`src/rtl/alu_pkg.sv`:
```
// Shared ALU decode constants: ALU control codes, main-decoder alu_op
// encodings, RV32M funct3 values and the multiply/divide sequencer states.
package alu_pkg;

  typedef enum logic [3:0] {
    ALU_AND  = 4'b0000,
    ALU_OR   = 4'b0001,
    ALU_ADD  = 4'b0010,
    ALU_SUB  = 4'b0110,
    ALU_PASS = 4'b1111
  } alu_ctrl_t;

  localparam logic [1:0] AOP_LDST   = 2'b00;
  localparam logic [1:0] AOP_BRANCH = 2'b01;
  localparam logic [1:0] AOP_RTYPE  = 2'b10;
  localparam logic [1:0] AOP_ITYPE  = 2'b11;

  localparam logic [2:0] F3_MUL    = 3'b000;
  localparam logic [2:0] F3_MULH   = 3'b001;
  localparam logic [2:0] F3_MULHSU = 3'b010;
  localparam logic [2:0] F3_MULHU  = 3'b011;
  localparam logic [2:0] F3_DIV    = 3'b100;
  localparam logic [2:0] F3_DIVU   = 3'b101;
  localparam logic [2:0] F3_REM    = 3'b110;
  localparam logic [2:0] F3_REMU   = 3'b111;

  localparam logic [6:0] F7_MULDIV = 7'b0000001;

  typedef enum logic [1:0] {
    MD_IDLE = 2'd0,
    MD_MUL  = 2'd1,
    MD_DIV  = 2'd2,
    MD_DONE = 2'd3
  } md_state_t;

endpackage

```
`src/rtl/alu_ctrl_seq_if.sv`:
```
// Execute-stage decode/issue bundle between ID/EX register and alu_ctrl_seq.
interface alu_ctrl_seq_if #(parameter int XLEN = 32);
  logic [1:0]      alu_op;
  logic [2:0]      funct3;
  logic [6:0]      funct7;
  logic [XLEN-1:0] a;
  logic [XLEN-1:0] b;
  logic            req_valid;
  logic            kill;
  logic            req_ready;
  logic [3:0]      alu_control;
  logic            illegal;
  logic            stall;
  logic            md_valid;
  logic [XLEN-1:0] md_result;

  modport master (
    output alu_op, funct3, funct7, a, b, req_valid, kill,
    input  req_ready, alu_control, illegal, stall, md_valid, md_result
  );

  modport slave (
    input  alu_op, funct3, funct7, a, b, req_valid, kill,
    output req_ready, alu_control, illegal, stall, md_valid, md_result
  );
endinterface

```
`src/rtl/muldiv_iter.sv`:
```
// Iterative multiply/divide datapath on unsigned magnitudes.
// Multiply: radix-2 shift-add, {hi,lo} ends as the 2*XLEN product.
// Divide: restoring division, lo ends as quotient and hi as remainder.
module muldiv_iter #(parameter int XLEN = 32) (
  input  logic            clk,
  input  logic            rst_n,
  input  logic            clear,
  input  logic            start,
  input  logic            is_div,
  input  logic [XLEN-1:0] op_a,
  input  logic [XLEN-1:0] op_b,
  output logic            busy,
  output logic            last,
  output logic [XLEN-1:0] hi,
  output logic [XLEN-1:0] lo
);

  logic [5:0]      cnt;
  logic            mode_div;
  logic [XLEN-1:0] opb;
  logic [XLEN:0]   sum;
  logic [XLEN:0]   diff;

  // Partial-product add and trial subtract. The remainder stays below the
  // divisor, so the shifted remainder fits XLEN+1 bits and diff's MSB is a
  // valid borrow flag.
  always_comb begin
    sum  = {1'b0, hi} + (lo[0] ? {1'b0, opb} : '0);
    diff = {hi, lo[XLEN-1]} - {1'b0, opb};
  end

  assign last = busy && (cnt == 6'(XLEN - 1));

  // Operand load, one iteration per cycle, stop after XLEN iterations.
  always_ff @(posedge clk or negedge rst_n) begin
    if (!rst_n) begin
      busy     <= 1'b0;
      cnt      <= '0;
      mode_div <= 1'b0;
      opb      <= '0;
      hi       <= '0;
      lo       <= '0;
    end else if (clear) begin
      busy <= 1'b0;
      cnt  <= '0;
    end else if (start) begin
      busy     <= 1'b1;
      cnt      <= '0;
      mode_div <= is_div;
      opb      <= op_b;
      hi       <= '0;
      lo       <= op_a;
    end else if (busy) begin
      if (mode_div) begin
        if (!diff[XLEN]) begin
          hi <= diff[XLEN-1:0];
          lo <= {lo[XLEN-2:0], 1'b1};
        end else begin
          hi <= {hi[XLEN-2:0], lo[XLEN-1]};
          lo <= {lo[XLEN-2:0], 1'b0};
        end
      end else begin
        {hi, lo} <= {sum, lo[XLEN-1:1]};
      end
      cnt <= cnt + 6'd1;
      if (last) busy <= 1'b0;
    end
  end

endmodule

```
`src/rtl/alu_ctrl_seq.sv`:
```
// ALU control decode plus RV32M multiply/divide sequencer.
// Define ALU_CTRL_RV32M_EN to build the M engine; without it M ops decode
// as illegal and the sequencer outputs are tied off.
module alu_ctrl_seq
  import alu_pkg::*;
#(
  parameter int XLEN = 32
) (
  input  logic          clk,
  input  logic          rst_n,
  alu_ctrl_seq_if.slave bus
);

  alu_ctrl_t ctrl;
  logic      ill;
  logic      m_op;

  // Base decode, purely combinational and independent of sequencer state.
  always_comb begin
    m_op = (bus.alu_op == AOP_RTYPE) && (bus.funct7 == F7_MULDIV);
    ctrl = ALU_PASS;
    ill  = 1'b0;
    case (bus.alu_op)
      AOP_LDST:   ctrl = ALU_ADD;
      AOP_BRANCH: ctrl = ALU_SUB;
      AOP_RTYPE: begin
        if (m_op) begin
          ctrl = ALU_PASS;
`ifdef ALU_CTRL_RV32M_EN
          ill  = 1'b0;
`else
          ill  = 1'b1;
`endif
        end else begin
          case (bus.funct3)
            3'b000:  ctrl = bus.funct7[5] ? ALU_SUB : ALU_ADD;
            3'b111:  ctrl = ALU_AND;
            3'b110:  ctrl = ALU_OR;
            default: ill  = 1'b1;
          endcase
        end
      end
      default: begin
        case (bus.funct3)
          3'b000:  ctrl = ALU_ADD;
          3'b111:  ctrl = ALU_AND;
          3'b110:  ctrl = ALU_OR;
          default: ill  = 1'b1;
        endcase
      end
    endcase
  end

  assign bus.alu_control = ctrl;
  assign bus.illegal     = ill;

`ifdef ALU_CTRL_RV32M_EN
  md_state_t         state;
  logic [2:0]        f3_q;
  logic              neg_a_q;
  logic              neg_res_q;
  logic              divzero_q;
  logic [XLEN-1:0]   a_q;
  logic [XLEN-1:0]   md_result_q;
  logic              a_signed, b_signed, neg_a, neg_b;
  logic [XLEN-1:0]   a_mag, b_mag;
  logic              accept, b_zero, is_div, start;
  logic              eng_busy, eng_last;
  logic [XLEN-1:0]   eng_hi, eng_lo;
  logic [2*XLEN-1:0] prod_s;
  logic [XLEN-1:0]   quo, rem, fixed;

  // Operand signedness per M op, and magnitudes fed to the engine.
  always_comb begin
    a_signed = 1'b0;
    b_signed = 1'b0;
    case (bus.funct3)
      F3_MUL, F3_MULH, F3_DIV, F3_REM: begin
        a_signed = 1'b1;
        b_signed = 1'b1;
      end
      F3_MULHSU:                a_signed = 1'b1;
      F3_MULHU, F3_DIVU, F3_REMU: a_signed = 1'b0;
      default:                  a_signed = 1'b0;
    endcase
    neg_a  = a_signed & bus.a[XLEN-1];
    neg_b  = b_signed & bus.b[XLEN-1];
    a_mag  = neg_a ? -bus.a : bus.a;
    b_mag  = neg_b ? -bus.b : bus.b;
    b_zero = (bus.b == '0);
    is_div = bus.funct3[2];
    accept = bus.req_valid && (state == MD_IDLE) && m_op && !bus.kill;
    start  = accept && !(is_div && b_zero);
  end

  muldiv_iter #(.XLEN(XLEN)) u_iter (
    .clk    (clk),
    .rst_n  (rst_n),
    .clear  (bus.kill),
    .start  (start),
    .is_div (is_div),
    .op_a   (a_mag),
    .op_b   (b_mag),
    .busy   (eng_busy),
    .last   (eng_last),
    .hi     (eng_hi),
    .lo     (eng_lo)
  );

  // Sign fix-up of the magnitude result; divide-by-zero bypasses the engine.
  always_comb begin
    prod_s = neg_res_q ? -{eng_hi, eng_lo} : {eng_hi, eng_lo};
    quo    = neg_res_q ? -eng_lo : eng_lo;
    rem    = neg_a_q ? -eng_hi : eng_hi;
    if (!f3_q[2])
      fixed = (f3_q[1:0] == 2'b00) ? prod_s[XLEN-1:0] : prod_s[2*XLEN-1:XLEN];
    else if (divzero_q)
      fixed = f3_q[1] ? a_q : '1;
    else
      fixed = f3_q[1] ? rem : quo;
  end

  // Sequencer: accept, run the engine, present the result for one cycle.
  always_ff @(posedge clk or negedge rst_n) begin
    if (!rst_n) begin
      state       <= MD_IDLE;
      f3_q        <= '0;
      neg_a_q     <= 1'b0;
      neg_res_q   <= 1'b0;
      divzero_q   <= 1'b0;
      a_q         <= '0;
      md_result_q <= '0;
    end else if (bus.kill) begin
      state <= MD_IDLE;
    end else begin
      case (state)
        MD_IDLE: begin
          if (accept) begin
            f3_q      <= bus.funct3;
            neg_a_q   <= neg_a;
            neg_res_q <= neg_a ^ neg_b;
            divzero_q <= is_div && b_zero;
            a_q       <= bus.a;
            if (!is_div)     state <= MD_MUL;
            else if (b_zero) state <= MD_DONE;
            else             state <= MD_DIV;
          end
        end
        MD_MUL, MD_DIV: begin
          if (eng_last) state <= MD_DONE;
        end
        MD_DONE: begin
          md_result_q <= fixed;
          state       <= MD_IDLE;
        end
        default: state <= MD_IDLE;
      endcase
    end
  end

  // md_result shows the fresh value during DONE, then holds it in md_result_q.
  assign bus.req_ready = (state == MD_IDLE);
  assign bus.stall     = (state == MD_MUL) || (state == MD_DIV) ||
                         ((state == MD_IDLE) && bus.req_valid && m_op);
  assign bus.md_valid  = (state == MD_DONE) && !bus.kill;
  assign bus.md_result = bus.md_valid ? fixed : md_result_q;

  logic unused_eng;
  assign unused_eng = eng_busy;
`else
  logic unused_inputs;
  assign unused_inputs = ^{clk, rst_n, bus.a, bus.b, bus.req_valid, bus.kill};

  assign bus.req_ready = 1'b1;
  assign bus.stall     = 1'b0;
  assign bus.md_valid  = 1'b0;
  assign bus.md_result = '0;
`endif

endmodule

```
`src/flat_wrapper.sv`:
```
// flat-port wrapper written by rule: the top's interface ports become plain ports
module alu_ctrl_seq_flat import alu_pkg::*;
#(
  parameter int XLEN = 32
)
  (clk, rst_n, bus_alu_op, bus_funct3, bus_funct7, bus_a, bus_b, bus_req_valid, bus_kill, bus_req_ready, bus_alu_control, bus_illegal, bus_stall, bus_md_valid, bus_md_result);
  alu_ctrl_seq_if #(.XLEN(XLEN)) bus_i ();
  input  logic clk;
  input  logic rst_n;
  input wire logic [$bits(bus_i.alu_op)-1:0] bus_alu_op;
  input wire logic [$bits(bus_i.funct3)-1:0] bus_funct3;
  input wire logic [$bits(bus_i.funct7)-1:0] bus_funct7;
  input wire logic [$bits(bus_i.a)-1:0] bus_a;
  input wire logic [$bits(bus_i.b)-1:0] bus_b;
  input wire logic [$bits(bus_i.req_valid)-1:0] bus_req_valid;
  input wire logic [$bits(bus_i.kill)-1:0] bus_kill;
  output wire logic [$bits(bus_i.req_ready)-1:0] bus_req_ready;
  output wire logic [$bits(bus_i.alu_control)-1:0] bus_alu_control;
  output wire logic [$bits(bus_i.illegal)-1:0] bus_illegal;
  output wire logic [$bits(bus_i.stall)-1:0] bus_stall;
  output wire logic [$bits(bus_i.md_valid)-1:0] bus_md_valid;
  output wire logic [$bits(bus_i.md_result)-1:0] bus_md_result;
  assign bus_i.alu_op = bus_alu_op;
  assign bus_i.funct3 = bus_funct3;
  assign bus_i.funct7 = bus_funct7;
  assign bus_i.a = bus_a;
  assign bus_i.b = bus_b;
  assign bus_i.req_valid = bus_req_valid;
  assign bus_i.kill = bus_kill;
  assign bus_req_ready = bus_i.req_ready;
  assign bus_alu_control = bus_i.alu_control;
  assign bus_illegal = bus_i.illegal;
  assign bus_stall = bus_i.stall;
  assign bus_md_valid = bus_i.md_valid;
  assign bus_md_result = bus_i.md_result;
  alu_ctrl_seq #(.XLEN(XLEN)) u_core (.clk(clk), .rst_n(rst_n), .bus(bus_i));
endmodule
```
`config.mk`:
```
export PLATFORM = sky130hd
export DESIGN_NAME = alu_ctrl_seq_flat
export DESIGN_NICKNAME = d
export VERILOG_FILES = /design/src/rtl/alu_pkg.sv /design/src/rtl/alu_ctrl_seq_if.sv /design/src/rtl/muldiv_iter.sv /design/src/rtl/alu_ctrl_seq.sv /design/src/flat_wrapper.sv
export SDC_FILE = /design/constraint.sdc
export NUM_CORES = 1
export LEC_CHECK = 0
export ABC_AREA = 1
export ABC_CLOCK_PERIOD_IN_PS = 1600
export BUFFER_PORTS_ARGS = -buffer_cell sky130_fd_sc_hd__buf_2
export CORE_MARGIN = 1.5
export CORE_UTILIZATION = 23
export DETAILED_ROUTE_END_ITERATION = 10
export PLACE_DENSITY = 0.9
export SLEW_MARGIN = 30
export SYNTH_ARGS = -nofsm -noshare
export SYNTH_HDL_FRONTEND = slang
export SYNTH_SLANG_ARGS = --single-unit
```
`constraint.sdc`:
```
create_clock -name vclk -period 1.6
set_clock_uncertainty 0.1 [all_clocks]
set_input_delay 0.08 -clock vclk [all_inputs]
set_output_delay 0.08 -clock vclk [all_outputs]
set_load 0.01 [all_outputs]
```
==> impl_metrics.toml, run 1 <==
[run_status]
status = "completed"

[critical_path]
cp_max_fo = 4
path_class = "in2out"
cp-start-kind = "input port"
worstPathArrival_ps = 740
end_kind = "primary output"
worst_ep_required_time_ps = 1420

[layout]
num-clock-buffers = 0
register_area_sq_um = 0
drive_above_1_share = 0.2892
design.seq.count = 0
finalNetCount = 165
layout_commonest_cell = "conb_1"
layout_common_cells = "35 x conb_1, 17 x buf_2, 7 x inv_1, 6 x nand2_1, 5 x nor2_1"
area_growth_pct = -5.158
diodes = 0
fin_util = 0.2373

[floorplan]
io_pins = 120
rows = 15
core_sq_um = 1745
initial_core_util = 0.2502
die_h_microns = 46.57
fp.dieArea_sq_um = 2169
die_x_microns = 46.57

[synth]
synth.top_cell.area_share = 0.6017
seq_area_frac_synth = 0
synth_cell_types = 13
syn-cell-area_sq_um = 436.7
syn_avg_cell_area_sq_um = 6.422
synth_area_leaders = "buf_4 60%, inv_1 6.0%, nand2_1 5.2%, nor2_4 5.2%, nand3_1 4.6%"
ys_warn_count = 0
synth.largest_area_cell = "buf_4"
syn_inst = 68

[sta]
final-setup-viol-count = 0
tns_ps = 0
maxSlewViolCount = 0
grt_setup_unrepaired = "false"
fmax_ghz = 1.084
min_period_ps = 922.6
finalHoldViolCount = 0
period_share = 0.5766

[route]
vias = 307
viasPerCell = 2.843
wire_per_inst_microns = 5.343
wl_microns = 577
drcViolationCount = 0
dr.pass1.iters = 3
postRouteAntennaNets = 0
drt-initial-drc-count = 2

[grt]
busiest_layer = "met2"
grt_pass1_vias = 184
groute.layer.met1.usage = 0.06667
grt_use_met3 = 0.003922
grt.overflow.total = 0
grtUsageMet2 = 0.07778
antenna_found_initial = 0
track_usage = 0.04603
grt_start_max_net_pins = 5
grt_pass1_wl_microns = 765

[placed_design]
place.gp.congestion = 0.7833
dp_hpwl_microns = 555.8
io_buffers = 17

[power]
ir_worst_vdd_mv = 0.06539
p_leak_uw = 0.0002879
power_per_cell_area_nw_per_um2 = 236.6

[cts]
postCtsSetupBuffers = 0
ctsHoldBuffers = 0
cts_resized = 0

[run]
maxCapViolCount = 0

[worst_hold_path]
hp-class = "in2out"
## final timing paths
| check | start | to | cells past startpoint |
|---|---|---|---|
| max | bus_funct7[2] | bus_alu_control[0] | 7 |
| min | bus_funct3[1] | bus_alu_control[1] | 5 |
## critical path, cell delays in order
cell and delay (ps):
buf_2 90, inv_1 50, nand2_2 80, nor2_8 110, nand3_2 90, o21ai_1 90, buf_2 140
## report_power, final
group | switching [uW] | leakage (uW) | total [uW] | internal (uW)
clock network | 0 | 0 | 0 | 0
registers | 0 | 0 | 0 | 0
logic | 70.9 | 0.000288 | 98.0 | 27.0
## layout make-up
cell class	instances	area [sq um]
fill	212	1331
inverter	8	30.03
multi-input combinational	58	267.8
tap	25	31.28
timing repair buffer	17	85.08
## logic make-up (layout without fill, tap and decap cells)
| family | after synthesis | count (layout) | synth area share |
|---|---|---|---|
| other | 2 | 35 | 0.01720 |
| and+or+nand+nor | 21 | 21 | 0.2894 |
| AOI/OAI and AO/OA | 2 | 2 | 0.02290 |
| buffers and inverters | 43 | 25 | 0.6705 |
## cells in the mapped netlist, drive strengths merged
| cell | number |
|---|---|
| o21ai | 2 |
| nand2 | 8 |
| nor2 | 8 |
| inv | 8 |
| buf | 35 |
| conb | 2 |
| nand3 | 5 |
## layer usage
layer	vias to the layer above	wire length, microns
met5	-	0
met4	0	0
met3	0	96
met2	34	228
met1	112	252
li1	161	-
## stage by stage
step                      total power, uW  setup slack [ps]  hold slack (ps)  instances  area [sq um]
after detailed placement            97.11             666.8            471.1        108         414.1
after floorplan                     131.6             887.9            222.6        101         560.5
final                               97.97             677.4            465.5        108         414.1
after global placement              96.60             678.4            464.0        108         414.1
after global routing                112.9             595.2            498.0        108         414.1
after CTS                           97.39             663.0            473.2        108         414.1
No activity file was read; power rests on OpenSTA's default activity.
==> run 2, diff against run 1 <==
- ABC_CLOCK_PERIOD_IN_PS: 1600 -> 800
- CORE_UTILIZATION: 23 -> 19
- PLACE_DENSITY: 0.9 -> 0.8
- clock period: 1.6 -> 0.8 ns (I/O delays scaled with it)
==> run 2 against run 1 <==
The run now ends with setup timing left. Power grew to 2.6 times the previous value. Cell area is 25% higher. Utilization is 0.084 points lower. Sequential share of layout area stayed put. Die area is 20% higher. First-iteration DRC count is 50% lower. Clock-buffer cell count stayed put. Critical endpoint unchanged. Largest cell class unchanged. Highest routed layer unchanged.
==> impl_metrics.toml, run 2 (synthesis results as in run 1) <==
[sta]
period_share = 1.001
finalHoldViolCount = 0
min_period_ps = 800.6
final-setup-viol-count = 1
maxSlewViolCount = 0
fmax_ghz = 1.249
grt_setup_unrepaired = "true"
fin_ws_ps = -0.5962

[layout]
fin_util = 0.2364
num-clock-buffers = 0
finalNetCount = 165
register_area_sq_um = 0
diodes = 0
design.seq.count = 0
layout_commonest_cell = "conb_1"
area_growth_pct = 18.62
layout_common_cells = "35 x conb_1, 9 x buf_2, 7 x buf_6, 6 x inv_2, 4 x nand2_1"
drive_above_1_share = 0.4578

[grt]
track_usage = 0.04823
grt_start_max_net_pins = 5
grt_pass1_wl_microns = 1000
grt.overflow.total = 0
antenna_found_initial = 0
grt_pass1_vias = 222

[critical_path]
path_class = "in2out"
worst-path-stages = 7
crit_family = "buffers and inverters"
cp_max_fo = 4
worstPathArrival_ps = 660
crit_buf_inv = 3
cp_cell_sequence = "buf_6, inv_4, nand2_4, nor2_8, nand3_4, o21ai_2, buf_2"
cp-start-kind = "input port"
end_kind = "primary output"
worst_ep_required_time_ps = 660
crit_path_end = "bus_alu_control[0]"
crit_path_max_incr_delay_ps = 150
worstSetupStartpoint = "bus_funct7[2]"
slowest_stage = "buf_2"

[floorplan]
die_x_microns = 50.94
rows = 17
die_h_microns = 50.94
core_sq_um = 2191
io_pins = 120
initial_core_util = 0.1993
fp.dieArea_sq_um = 2595

[route]
viasPerCell = 3.063
wl_microns = 702
dr.pass1.iters = 2
vias = 340
wire_per_inst_microns = 6.324
drcViolationCount = 0
postRouteAntennaNets = 0
drt-initial-drc-count = 1

[power]
ir_worst_vdd_mv = 0.1705
total_power_uw = 254.5
p_leak_uw = 0.0003173
power_per_cell_area_nw_per_um2 = 491.3

[worst_hold_path]
hold_depth = 4
hp-class = "in2out"

[run_status]
failed_checks = "setup timing"
status = "finished, violations left"

[placed_design]
place_ws_ps = -84.42
io_buffers = 17
dp_hpwl_microns = 592
place.gp.congestion = 0.6870

[run]
maxCapViolCount = 0
run 2: changes by cell type in the layout (fill, tap and decap cells not counted), moves of 2 or more:
| cell | previous run | this run |
|---|---|---|
| buf_2 | 17 | 9 |
| inv_2 | 1 | 6 |
| buf_6 | 0 | 7 |
| inv_1 | 7 | 1 |
| nor2_1 | 5 | 3 |
| nand2_4 | 0 | 2 |
| nand3_2 | 1 | 3 |
| nand2_1 | 6 | 4 |
| nand3_1 | 4 | 1 |
run 2: through the flow:
| stage | hold WS [ps] | std cells | TNS (ps) | cell area, sq um |
|---|---|---|---|---|
| floorplan | 142.6 | 101 | 0 | 560.5 |
| global placement | 377.3 | 111 | -121.7 | 417.9 |
| detailed placement | 385.8 | 111 | -195.1 | 417.9 |
| CTS | 382.9 | 111 | -38.16 | 471.7 |
| global route | 406.9 | 111 | -136.4 | 518.0 |
| finish | 368.5 | 111 | -0.5962 | 518.0 |
run 2: area by class of cell:
class	instances	area, sq um
Fill cell	261	1673
Multi-Input combinational cell	58	319.1
Timing Repair Buffer	17	131.4
Tap cell	28	35.03
Inverter	8	32.53
run 2: what timing repair did:
action / in CTS / in global routing
cloned: 0 / 0
setup endpoints to repair: 4 / 5
pin swaps: 8 / 9
buffers inserted: 0 / 0
gates resized for setup: 15 / 14
hold endpoints to repair: 0 / 0
hold buffers: 0 / 0
run 2: worst min-delay path by stage:
stage	start	to	slack, ps
after global routing	bus_alu_op[1]	bus_illegal	410
after CTS	bus_alu_op[1]	bus_illegal	380
after detailed placement	bus_funct3[1]	bus_alu_control[1]	390
after global placement	bus_funct3[1]	bus_alu_control[1]	380
final	bus_alu_op[1]	bus_alu_control[2]	370
after floorplan	bus_funct7[5]	bus_alu_control[1]	140
run 2: report_power, final:
group	leakage, uW	internal [uW]	switching, uW
Combinational	0.000317	89.2	165
Sequential	0	0	0
Clock	0	0	0
Total	0.000317	89.2	165
run 2: per-layer routing:
metal  track usage  wire (microns)  part of all wire
met5             0               0                 0
met4             0               0                 0
met3             0             100              0.14
met2       0.09091             375              0.53
met1       0.06491             226              0.32
